==> src/rtl/load_use_hazard_unit_pkg.sv <==
// Shared LC-3b pipeline types: opcodes, register index, hazard FSM state
// and the load classifier used by decode and by the hazard unit.
package load_use_hazard_unit_pkg;

  typedef enum logic [3:0] {
    op_br   = 4'h0,
    op_add  = 4'h1,
    op_ldb  = 4'h2,
    op_stb  = 4'h3,
    op_jsr  = 4'h4,
    op_and  = 4'h5,
    op_ldr  = 4'h6,
    op_str  = 4'h7,
    op_rti  = 4'h8,
    op_not  = 4'h9,
    op_ldi  = 4'ha,
    op_sti  = 4'hb,
    op_jmp  = 4'hc,
    op_shf  = 4'hd,
    op_lea  = 4'he,
    op_trap = 4'hf
  } lc3b_opcode;

  typedef logic [2:0] lc3b_reg;

  typedef enum logic [1:0] {
    HZ_RUN    = 2'd0,
    HZ_BUBBLE = 2'd1,
    HZ_FROZEN = 2'd2
  } lc3b_hazard_state;

  function automatic logic lc3b_is_load(input lc3b_opcode op);
    return (op == op_ldr) || (op == op_ldb) || (op == op_ldi);
  endfunction

endpackage

==> src/rtl/load_use_hazard_unit_sat_counter.sv <==
// Saturating up-counter with synchronous clear; clear wins over increment.
module sat_counter #(
  parameter int WIDTH = 16
) (
  input  logic             clk,
  input  logic             reset_n,
  input  logic             inc,
  input  logic             clr,
  output logic [WIDTH-1:0] count,
  output logic             at_max
);

  assign at_max = &count;

  always_ff @(posedge clk or negedge reset_n) begin
    if (!reset_n) begin
      count <= '0;
    end else if (clr) begin
      count <= '0;
    end else if (inc && !at_max) begin
      count <= count + 1'b1;
    end
  end

endmodule

==> src/rtl/load_use_hazard_unit.sv <==
// Load-use interlock: one-cycle IF/ID stall behind an in-flight load,
// whole-pipe freeze on data-memory wait, flush bubbles, debug counters.
//
// state      | meaning
// HZ_RUN     | pipeline flowing, no interlock last cycle
// HZ_BUBBLE  | a load-use bubble was inserted last cycle
// HZ_FROZEN  | pipeline held last cycle waiting on data memory
module load_use_hazard_unit
  import load_use_hazard_unit_pkg::*;
#(
  parameter int MEM_TIMEOUT = 255
) (
  input  logic             clk,
  input  logic             reset_n,
  input  logic             id_valid,
  input  lc3b_opcode       id_opcode,
  input  lc3b_reg          id_dr,
  input  lc3b_reg          id_sr1,
  input  lc3b_reg          id_sr2,
  input  logic             id_sr1_used,
  input  logic             id_sr2_used,
  input  logic             dmem_stall,
  input  logic             flush,
  output logic             pc_hold,
  output logic             if_id_hold,
  output logic             de_ex_bubble,
  output logic             pipe_freeze,
  output lc3b_hazard_state hazard_state,
  output logic [15:0]      stall_cycles,
  output logic             mem_timeout
);

  localparam int FREEZE_BITS = $clog2(MEM_TIMEOUT + 1);
  localparam int FREEZE_W    = (FREEZE_BITS > 8) ? FREEZE_BITS : 8;

  logic             ex_valid;
  logic             ex_is_load;
  lc3b_reg          ex_dr;
  logic             src_match;
  logic             hazard;
  logic             freeze_active;
  lc3b_hazard_state state;
  lc3b_hazard_state state_next;
  logic [FREEZE_W-1:0] freeze_count;
  logic             unused_stall_max;
  logic             unused_freeze_max;

  assign src_match = (id_sr1_used && (id_sr1 == ex_dr)) ||
                     (id_sr2_used && (id_sr2 == ex_dr));

  // Gating with reset_n forces every combinational output low during reset.
  assign hazard = reset_n && id_valid && ex_valid && ex_is_load && src_match &&
                  !flush && !dmem_stall;
  assign freeze_active = reset_n && dmem_stall;

  assign pipe_freeze  = freeze_active;
  assign pc_hold      = freeze_active | hazard;
  assign if_id_hold   = freeze_active | hazard;
  assign de_ex_bubble = reset_n && !dmem_stall && (hazard | flush);
  assign hazard_state = state;

  always_ff @(posedge clk or negedge reset_n) begin
    if (!reset_n) begin
      ex_valid   <= 1'b0;
      ex_is_load <= 1'b0;
      ex_dr      <= '0;
    end else if (!dmem_stall) begin
      if (flush || hazard) begin
        ex_valid   <= 1'b0;
        ex_is_load <= 1'b0;
      end else begin
        ex_valid   <= id_valid;
        ex_is_load <= id_valid && lc3b_is_load(id_opcode);
        ex_dr      <= id_dr;
      end
    end
  end

  always_comb begin
    state_next = HZ_RUN;
    if (dmem_stall) begin
      state_next = HZ_FROZEN;
    end else if (hazard) begin
      state_next = HZ_BUBBLE;
    end
  end

  always_ff @(posedge clk or negedge reset_n) begin
    if (!reset_n) begin
      state <= HZ_RUN;
    end else begin
      state <= state_next;
    end
  end

  sat_counter #(.WIDTH(16)) u_stall_count (
    .clk     (clk),
    .reset_n (reset_n),
    .inc     (hazard),
    .clr     (1'b0),
    .count   (stall_cycles),
    .at_max  (unused_stall_max)
  );

  sat_counter #(.WIDTH(FREEZE_W)) u_freeze_timer (
    .clk     (clk),
    .reset_n (reset_n),
    .inc     (dmem_stall),
    .clr     (!dmem_stall),
    .count   (freeze_count),
    .at_max  (unused_freeze_max)
  );

  // The frozen cycle that brings the timer to MEM_TIMEOUT sets the flag.
  always_ff @(posedge clk or negedge reset_n) begin
    if (!reset_n) begin
      mem_timeout <= 1'b0;
    end else if (dmem_stall && (freeze_count >= FREEZE_W'(MEM_TIMEOUT - 1))) begin
      mem_timeout <= 1'b1;
    end
  end

endmodule

==> config.mk <==
export PLATFORM = sky130hd
export DESIGN_NAME = load_use_hazard_unit
export DESIGN_NICKNAME = d
export VERILOG_FILES = /design/src/rtl/load_use_hazard_unit_pkg.sv /design/src/rtl/load_use_hazard_unit_sat_counter.sv /design/src/rtl/load_use_hazard_unit.sv
export SDC_FILE = /design/constraint.sdc
export NUM_CORES = 1
export LEC_CHECK = 0
export BUFFER_PORTS_ARGS = -buffer_cell sky130_fd_sc_hd__buf_2
export CAP_MARGIN = 10
export CORE_MARGIN = 2
export CORE_UTILIZATION = 55
export DETAILED_ROUTE_END_ITERATION = 6
export GPL_ROUTABILITY_DRIVEN = 0
export GPL_TIMING_DRIVEN = 0
export PLACE_DENSITY = 0.81
export SETUP_SLACK_MARGIN = 0.15
export SYNTH_ARGS = -nofsm -noshare
export SYNTH_HDL_FRONTEND = slang
export SYNTH_HIERARCHICAL = 1
export SYNTH_SLANG_ARGS = --single-unit
==> constraint.sdc <==
create_clock -name clk -period 6.7 [get_ports clk]
set_input_delay 1.005 -clock clk [delete_from_list [all_inputs] [get_ports clk]]
set_output_delay 1.005 -clock clk [all_outputs]
set_load 0.01 [all_outputs]
# [Word-level counts from Yosys, hierarchy flattened]
# Cells that the tools add are included.
[totals] register_bits=32 output_inout_bits=23
[classes] addsub=2 magnitude_cmp=1 n_eq_ne=6 n_mux=6 n_bitwise=4 n_reduce_logical=26
[op_table] operator="$add 16x1->16 const B" count=1
[op_table] operator="$mux 8" count=2
[op_table] operator="$reduce_and 16->1" count=1
[op_table] operator="$logic_and 1x1->1" count=15
[op_table] operator="$add 8x1->8 const B" count=1
[op_table] operator="$ge 8x8->1 const B" count=1
[op_table] operator="$reduce_and 8->1" count=1
[op_table] operator="$eq 3x3->1" count=2
[op_table] operator="$eq 4x2->1 const B" count=1
[op_table] operator="$eq 4x3->1 const B" count=1
[op_table] operator="$eq 4x4->1 const B" count=1
[op_table] operator="$logic_not 1->1" count=4
[op_table] operator="$logic_or 1x1->1" count=4
[op_table] operator="$mux 1" count=3
[op_table] operator="$mux 2" count=1
[op_table] operator="$ne 2x1->1 const B" count=1
[op_table] operator="$not 1->1" count=2
[op_table] operator="$or 1x1->1" count=2
[op_table] operator="$reduce_and 2->1" count=1

# [Depth between registers and ports, before layout]
# Gate-level depths: netlist of the first run.
[logic_depth] ltp_word=9 depth_mapped=8

# [Modules after synthesis]
# The synthesis of the first run kept the hierarchy.
[modules_own_cells] mod="sat_counter at u_stall_count" instances=1 cells_each=89 area_each_um2=903.4 seq_area_each_um2=400.4
[modules_own_cells] mod="load_use_hazard_unit" instances=1 cells_each=57 area_each_um2=576.8 seq_area_each_um2=200.2
[modules_own_cells] mod="sat_counter at u_freeze_timer" instances=1 cells_each=45 area_each_um2=475.5 seq_area_each_um2=200.2

# [Worst setup path before layout of the first run]
# No wires, ideal clock.
[synth_path] path_type="input -> output" start="input port flush" end="output port pc_hold" arrival_time_ns=2.095 path_slack_ns=3.600 path_stages=6 cell_sequence="buf_6 > nand4b_4 > or2_4 > a21oi_4 > or2_1 > buf_4"
[synth_between] elab_chain_len=4
[synth_rtl] item="start, declared" line_no="load_use_hazard_unit.sv:23" rtl="input logic flush,"
[synth_rtl] item="$logic_not 1->1" line_no="load_use_hazard_unit.sv:53" rtl="!flush && !dmem_stall;"
[synth_rtl] item="$logic_and 1x1->1" line_no="load_use_hazard_unit.sv:52" rtl="assign hazard = reset_n && id_valid && ex_valid && ex_is_load && src_match &&"
[synth_rtl] item="$logic_and 1x1->1" line_no="load_use_hazard_unit.sv:53"
[synth_rtl] item="net hazard" line_no="load_use_hazard_unit.sv:40" rtl="logic hazard;"
[synth_rtl] item="$or 1x1->1"
[synth_rtl] item="end, declared" line_no="load_use_hazard_unit.sv:24" rtl="output logic pc_hold,"
# The timed path passes the listed nets, and every way through them passes these cells.

# [Worst setup path after layout of the first run]
[layout_path] start="input port reset_n" end="output port pc_hold"
[layout_between] elab_chain_len=7
[layout_rtl] item="start, declared" line_no="load_use_hazard_unit.sv:14" rtl="input logic reset_n,"
[layout_rtl] item="$logic_and 1x1->1 (5 in series)" line_no="load_use_hazard_unit.sv:52"
[layout_rtl] item="$logic_and 1x1->1" line_no="load_use_hazard_unit.sv:53"
[layout_rtl] item="net hazard" line_no="load_use_hazard_unit.sv:40"
[layout_rtl] item="$or 1x1->1" line_no="load_use_hazard_unit.sv:57" rtl="assign pc_hold = freeze_active | hazard;"
# The timed path passes the listed nets, and every way through them passes these cells.

==> results of run 1 <==
## final cells by class
class / instances / share of cell area [%]
tap: 46 / 2.51
multi-input combinational: 145 / 47.1
clock buffer: 6 / 1.80
clock inverter: 2 / 1.53
timing repair buffer: 41 / 8.96
buffer: 7 / 2.13
inverter: 6 / 0.983
sequential: 32 / 35.0
## routing by layer
| layer | share of wire [%] | GRT usage [%] | wire (um) | vias to the layer above |
|---|---|---|---|---|
| li1 | - | - | - | 830 |
| met1 | 44 | 30.5 | 1830 | 809 |
| met2 | 50 | 37.8 | 2070 | 39 |
| met3 | 5.1 | 5.00 | 213 | 5 |
| met4 | 0.82 | 7.34 | 34 | 0 |
| met5 | 0 | 0 | 0 | - |
## worst max-delay path: stages
cell,delay [ns]
buf_2,0.55
nand2b_1,0.17
or2_4,0.32
a21oi_4,0.29
or2_1,0.17
buf_4,0.09
buf_2,0.11
## per-stage QoR
stage                     setup WS [ns]  hold WS [ns]  cell area (um^2)  power [mW]  util, %
final                              2.96         0.494              2290       0.397     68.1
after global routing               2.71         0.513              2290       0.417     68.1
after CTS                          2.91         0.498              2290       0.399     68.1
after detailed placement           2.90         0.466              2210       0.256     65.8
after global placement             2.93         0.463              2210       0.255     65.8
after floorplan                    3.60         0.503              1950       0.238        -
## sequential cells by signal, indices dropped and copies added, names as in the netlist
name / cells
ex_dr: 3
u_stall_count/count: 16
mem_timeout: 1
hazard_state: 2
ex_is_load: 1
u_freeze_timer/count: 8
ex_valid: 1
## final timing paths
kind                              from                 endpoint  slack, ns
setup / recovery               reset_n                  pc_hold       2.96
hold / removal             mem_timeout              mem_timeout       0.49
setup reg to reg              ex_dr[1]  u_stall_count/count[10]       4.07
hold reg to reg            mem_timeout              mem_timeout       0.49
max in group asynchronous      reset_n  u_freeze_timer/count[1]       5.52
min in group asynchronous      reset_n   u_stall_count/count[5]       0.70
## power by group through the flow
stage	clock (mW)	combinational, mW	sequential, mW
after floorplan	0	0.0309	0.207
after global placement	0	0.0457	0.209
after detailed placement	0	0.0471	0.209
after CTS	0.147	0.0474	0.205
after global routing	0.157	0.0535	0.206
final	0.144	0.0475	0.205
## placed cells by master (no fill, tap or decap), types with 6 or more instances in the layout
cell type / count
nor2_1: 15
nor3_1: 6
a31oi_1: 6
a21oi_1: 12
inv_1: 6
nand4_1: 11
nand2_1: 8
dfrtp_1: 32
nand3_1: 7
buf_2: 41
xnor2_1: 7
==> Flow_metrics.wiki, run 1 <==
{| class="wikitable"
! Metric !! Value
|-
| Run status || complete, no violations
|-
| Clock skew after layout || 0.0177 ns
|-
| Clock power share || a little over a third
|-
| Count of nets after finishing || 260
|-
| Net count after synthesis || 212
|-
| Static power due to leakage || approximately 1.1 nW
|-
| Number of fill cells in the layout || about 280
|-
| Number of buffers created by CTS || 5
|-
| Number of sinks handled by clock tree synthesis || 32
|-
| Yosys warning total || 6
|-
| Detail Placement HPWL || 3060 um
|-
| Register clock-pin slew on the reported worst setup and hold paths || about 0.09 ns
|-
| Rows || 21
|-
| Maximum fanout along the worst path || 34
|-
| Vias post-DR || 1683
|-
| Worst Max-Slew Pin Slew || 0.716 ns
|-
| Final min period || roughly 3.7 ns
|-
| Detailed-routing iteration count for the pre-antenna-repair pass || 4
|-
| Net Switching || about 0.099 mW
|-
| First-pass GRT wire length || around 7300 um
|-
| CTS max path bufs || 2
|-
| Crit. End Element || output pin
|-
| Routed wire length per instance || roughly 15 um
|-
| Number of nets with antenna violations after routing || 0
|-
| Total grt overflow || 0
|-
| Die extent in y || ~64 um
|-
| Worst min-delay path category || reg2reg
|-
| TritonCTS clock tree || built
|-
| Maximum number of pins on one net before global-route repair || 35
|-
| Vias in the first global route || approximately 1.6k
|-
| Fraction of final layout cells sized beyond drive strength 1 || around 31%
|-
| Sw frac || about a quarter
|-
| Antenna violations before repair || 0
|-
| Antenna diode count || 0
|-
| Maximum capacitance violations || 0
|-
| Area of the mapped netlist || 1950 um^2
|-
| Setup bufs post-CTS || 0
|-
| Final setup TNS || 0 ns
|-
| Fraction of power consumed by combinational cells || roughly an eighth
|-
| Cells after DPL || ~280
|-
| Final non-filler cell total || 285
|-
| Max_slew headroom || a little over half
|-
| Required time of the critical path || around 5.7 ns
|-
| Source-to-sink clock delay at the later pin of the worst-skew pair || ~0.34 ns
|-
| Layout overhead on the synthesized area || 17.4%
|-
| Worst Setup Start Kind || input port
|-
| Pint || about 0.30 mW
|-
| Post-CTS sizing || 0
|-
| Kind of critical path || in2out
|-
| Total area of multi-input combinational cells || about 1100 um^2
|-
| Synthesized area per cell || roughly 10 um^2
|-
| Worst Hold Path Cells || 1
|-
| Register share of total power || between 50 and 60%
|-
| Die width || approximately 64 um
|-
| Pwr per Cell Area || approximately 170 nW/um^2
|-
| Port bufs || ~40
|-
| Final wirelength || between 4000 and 5000 um
|-
| Deepest level of the CTS H-tree || 2
|-
| Final-report hold violation count || 0
|-
| Peak ir drop on the vdd network || around 230 uV
|-
| GRT Total Usage || a little under a quarter
|-
| Fmax achieved || roughly 270 MHz
|-
| Die Outline Area || ~4000 um^2
|-
| Arrival time of the worst setup path || around 2.7 ns
|-
| Length in cells of the worst reg-to-reg path || 7
|-
| Number of primary I/O pins || 43
|-
| Hold_buf cts || 0
|-
| Initial Util || about 58%
|-
| Tcrit/Tclk final || a little under three fifths
|-
| Setup repair after global routing missed its margin || false
|-
| First DRT Iteration DRCs || approximately 120
|-
| Detailed-route DRC error count || 0
|-
| CTS root buf || clkbuf_4
|-
| Vias per inst || approximately 5.9
|-
| Setup violation total in the final timing report || 0
|-
| Storage cell area || ~800 um^2
|-
| Slew Limit Fails || 0
|-
| Post-synthesis instance total || 190
|-
| Standard cell core area || about 3400 um^2
|}
No activity file was read; power rests on OpenSTA's default activity.
==> run 2, diff against run 1 <==
CORE_UTILIZATION = 49   (was 55)
PLACE_DENSITY = 0.76   (was 0.81)
clock period = 3.35 ns   (was 6.7 ns; I/O delays follow)
==> Flow_metrics.wiki, run 2 (synthesis results as in run 1) <==
{| class="wikitable"
! Metric !! Value
|-
| Register with the most flip-flops || u_stall_count/count
|-
| Setup violation total in the final timing report || 0
|-
| Pwr per Cell Area || around 370 nW/um^2
|-
| Final min period || about 2.7 ns
|-
| Rows || 22
|-
| Standard cell with the maximum stage delay on the critical path || a311oi_2
|-
| Most common cell after layout, fill and taps aside || buf_2
|-
| Setup bufs post-CTS || 0
|-
| Vias post-DR || between 1.5k and 2k
|-
| Initial Util || between 50% and 60%
|-
| Fmax achieved || roughly 370 MHz
|-
| Top library cells by usage in the layout, fill and taps aside || buf_2 (40), dfrtp_1 (32), nor2_1 (15)
|-
| Number of primary I/O pins || 43
|-
| Port bufs || between 40 and 50
|-
| Layout overhead on the synthesized area || 19.2%
|-
| Standard cell core area || ~3700 um^2
|-
| Maximum number of pins on one net before global-route repair || 35
|-
| Count of nets after finishing || between 200 and 300
|-
| Required time of the critical path || between 3 and 4 ns
|-
| First-pass GRT wire length || about 6800 um
|-
| Vias per inst || 5.77
|-
| Slew Limit Fails || 0
|-
| Worst Setup Start Kind || input port
|-
| Source-to-sink clock delay at the later pin of the worst-skew pair || 0.28 ns
|-
| Register clock-pin slew on the reported worst setup and hold paths || approximately 0.070 ns
|-
| Length in cells of the worst reg-to-reg path || 7
|-
| FF-to-FF End || u_stall_count/count[10]
|-
| Deepest level of the CTS H-tree || 2
|-
| Detailed-route DRC error count || 0
|-
| Power Total || approximately 0.87 mW
|-
| Vias in the first global route || between 1.5k and 2k
|-
| Worst min-delay path category || in2async
|-
| Kind of critical path || in2reg
|-
| Crit path cell chain || clkbuf_4 > nand2b_1 > or2_4 > a21oi_4 > nand4_1 > a311oi_2 > nand3_1 > mux2_2
|-
| Die Outline Area || between 4000 and 5000 um^2
|-
| Total grt overflow || 0
|-
| CTS root buf || clkbuf_8
|-
| Antenna violations before repair || 0
|-
| Arrival time of the worst setup path || approximately 2.9 ns
|-
| Number of buffers created by CTS || 5
|-
| Total area of multi-input combinational cells || about 1100 um^2
|-
| Storage cell area || 801 um^2
|-
| Biggest registers after layout || u_stall_count/count (16), u_freeze_timer/count (8), ex_dr (3)
|-
| GRT Total Usage || about a fifth
|-
| TritonCTS clock tree || built
|-
| Max reg flops || 16
|-
| Detail Placement HPWL || 2870 um
|-
| CTS max path bufs || 2
|-
| Tcrit/Tclk final || about four fifths
|-
| Final setup TNS || 0 ns
|-
| Fraction of final layout cells sized beyond drive strength 1 || between 30% and 40%
|-
| First DRT Iteration DRCs || 120
|-
| Beginning of the worst register-to-register path || ex_dr[2]
|-
| Maximum capacitance violations || 0
|-
| Maximum fanout along the worst path || 34
|-
| Static power due to leakage || ~1.1 nW
|-
| Peak ir drop on the vdd network || between 400 and 500 uV
|-
| Number of sinks handled by clock tree synthesis || 32
|-
| Clock skew after layout || 0.00567 ns
|-
| Final-report hold violation count || 0
|-
| Crit. End Element || flop
|-
| Reg-to-reg setup timing slack || about 0.76 ns
|-
| Die extent in y || 67.1 um
|-
| Antenna diode count || 0
|-
| Final wirelength || 4070 um
|-
| Die width || 67.1 um
|-
| Run status || complete, no violations
|-
| Routed wire length per instance || 14.2 um
|-
| Number of nets with antenna violations after routing || 0
|-
| Number of fill cells in the layout || 316
|-
| Setup repair after global routing missed its margin || false
|-
| Detailed-routing iteration count for the pre-antenna-repair pass || 4
|-
| CP max stage delay || about 0.44 ns
|}
-- run 2: changes by cell type in the layout (fill, tap and decap cells not counted), sizes merged --
cell,previous run,this run
clkbuf,9,10
buf,45,44
-- run 2: area by class of cell --
type	count	area share, %
multi-input cells	145	46.4
flip-flops and latches	32	34.4
inverters	6	0.968
plain buffers	7	2.10
clock inverters	2	1.51
repair buffers	41	8.92
clock buffers	6	3.12
well taps	48	2.58
-- run 2: how the worst max path moves through the flow --
| stage | startpoint | end | slack (ns) | cells past startpoint |
|---|---|---|---|---|
| 6_report | reset_n | u_stall_count/count[10] | 0.62 | 8 |
| 5_1_grt | reset_n | u_stall_count/count[10] | 0.40 | 8 |
| 4_1_cts | reset_n | u_stall_count/count[10] | 0.38 | 8 |
| 3_5_place_dp | reset_n | u_stall_count/count[10] | 0.10 | 8 |
| 3_3_place_gp | reset_n | u_stall_count/count[12] | 0.12 | 8 |
| 2_1_floorplan | flush | u_stall_count/count[12] | 0.97 | 8 |
-- run 2: critical path: cells and delay by family --
family | cells | cell delay, ns
and+or+nand+nor | 4 | 0.98
AOI/OAI and AO/OA | 2 | 0.72
buffers and inverters | 1 | 0.39
muxes | 1 | 0.29
-- run 2: repair_timing --
item / 4_1_cts / 5_1_grt
endpoints found under the hold margin: 0 / 0
hold buffers: 0 / 0
gates resized for setup: 0 / 1
endpoints found under the setup margin: 0 / 1
-- run 2: stage by stage --
stage | setup WS [ns] | hold WS, ns | area, um^2 | instances | utilization (%)
finish | 0.615 | 0.182 | 2330 | 287 | 62.2
detailed placement | 0.105 | 0.464 | 2220 | 279 | 59.2
CTS | 0.383 | 0.294 | 2320 | 287 | 62.1
floorplan | 0.968 | 0.207 | 1950 | 190 | -
global route | 0.402 | 0.226 | 2330 | 287 | 62.2
global placement | 0.121 | 0.475 | 2220 | 279 | 59.2
-- run 2: where the power goes --
| group | internal, mW | switching, mW |
|---|---|---|
| Sequential | 0.397 | 0.0130 |
| Combinational | 0.0437 | 0.0510 |
| Clock | 0.221 | 0.144 |
-- run 2: metal layers --
layer  global-route usage [%]  vias up  wire length [um]
met5                        0        -                 0
met4                     5.36        0                11
met3                     4.90        2               225
met2                     32.9       51              1960
met1                     24.7      773              1880
li1                         -      830                 -
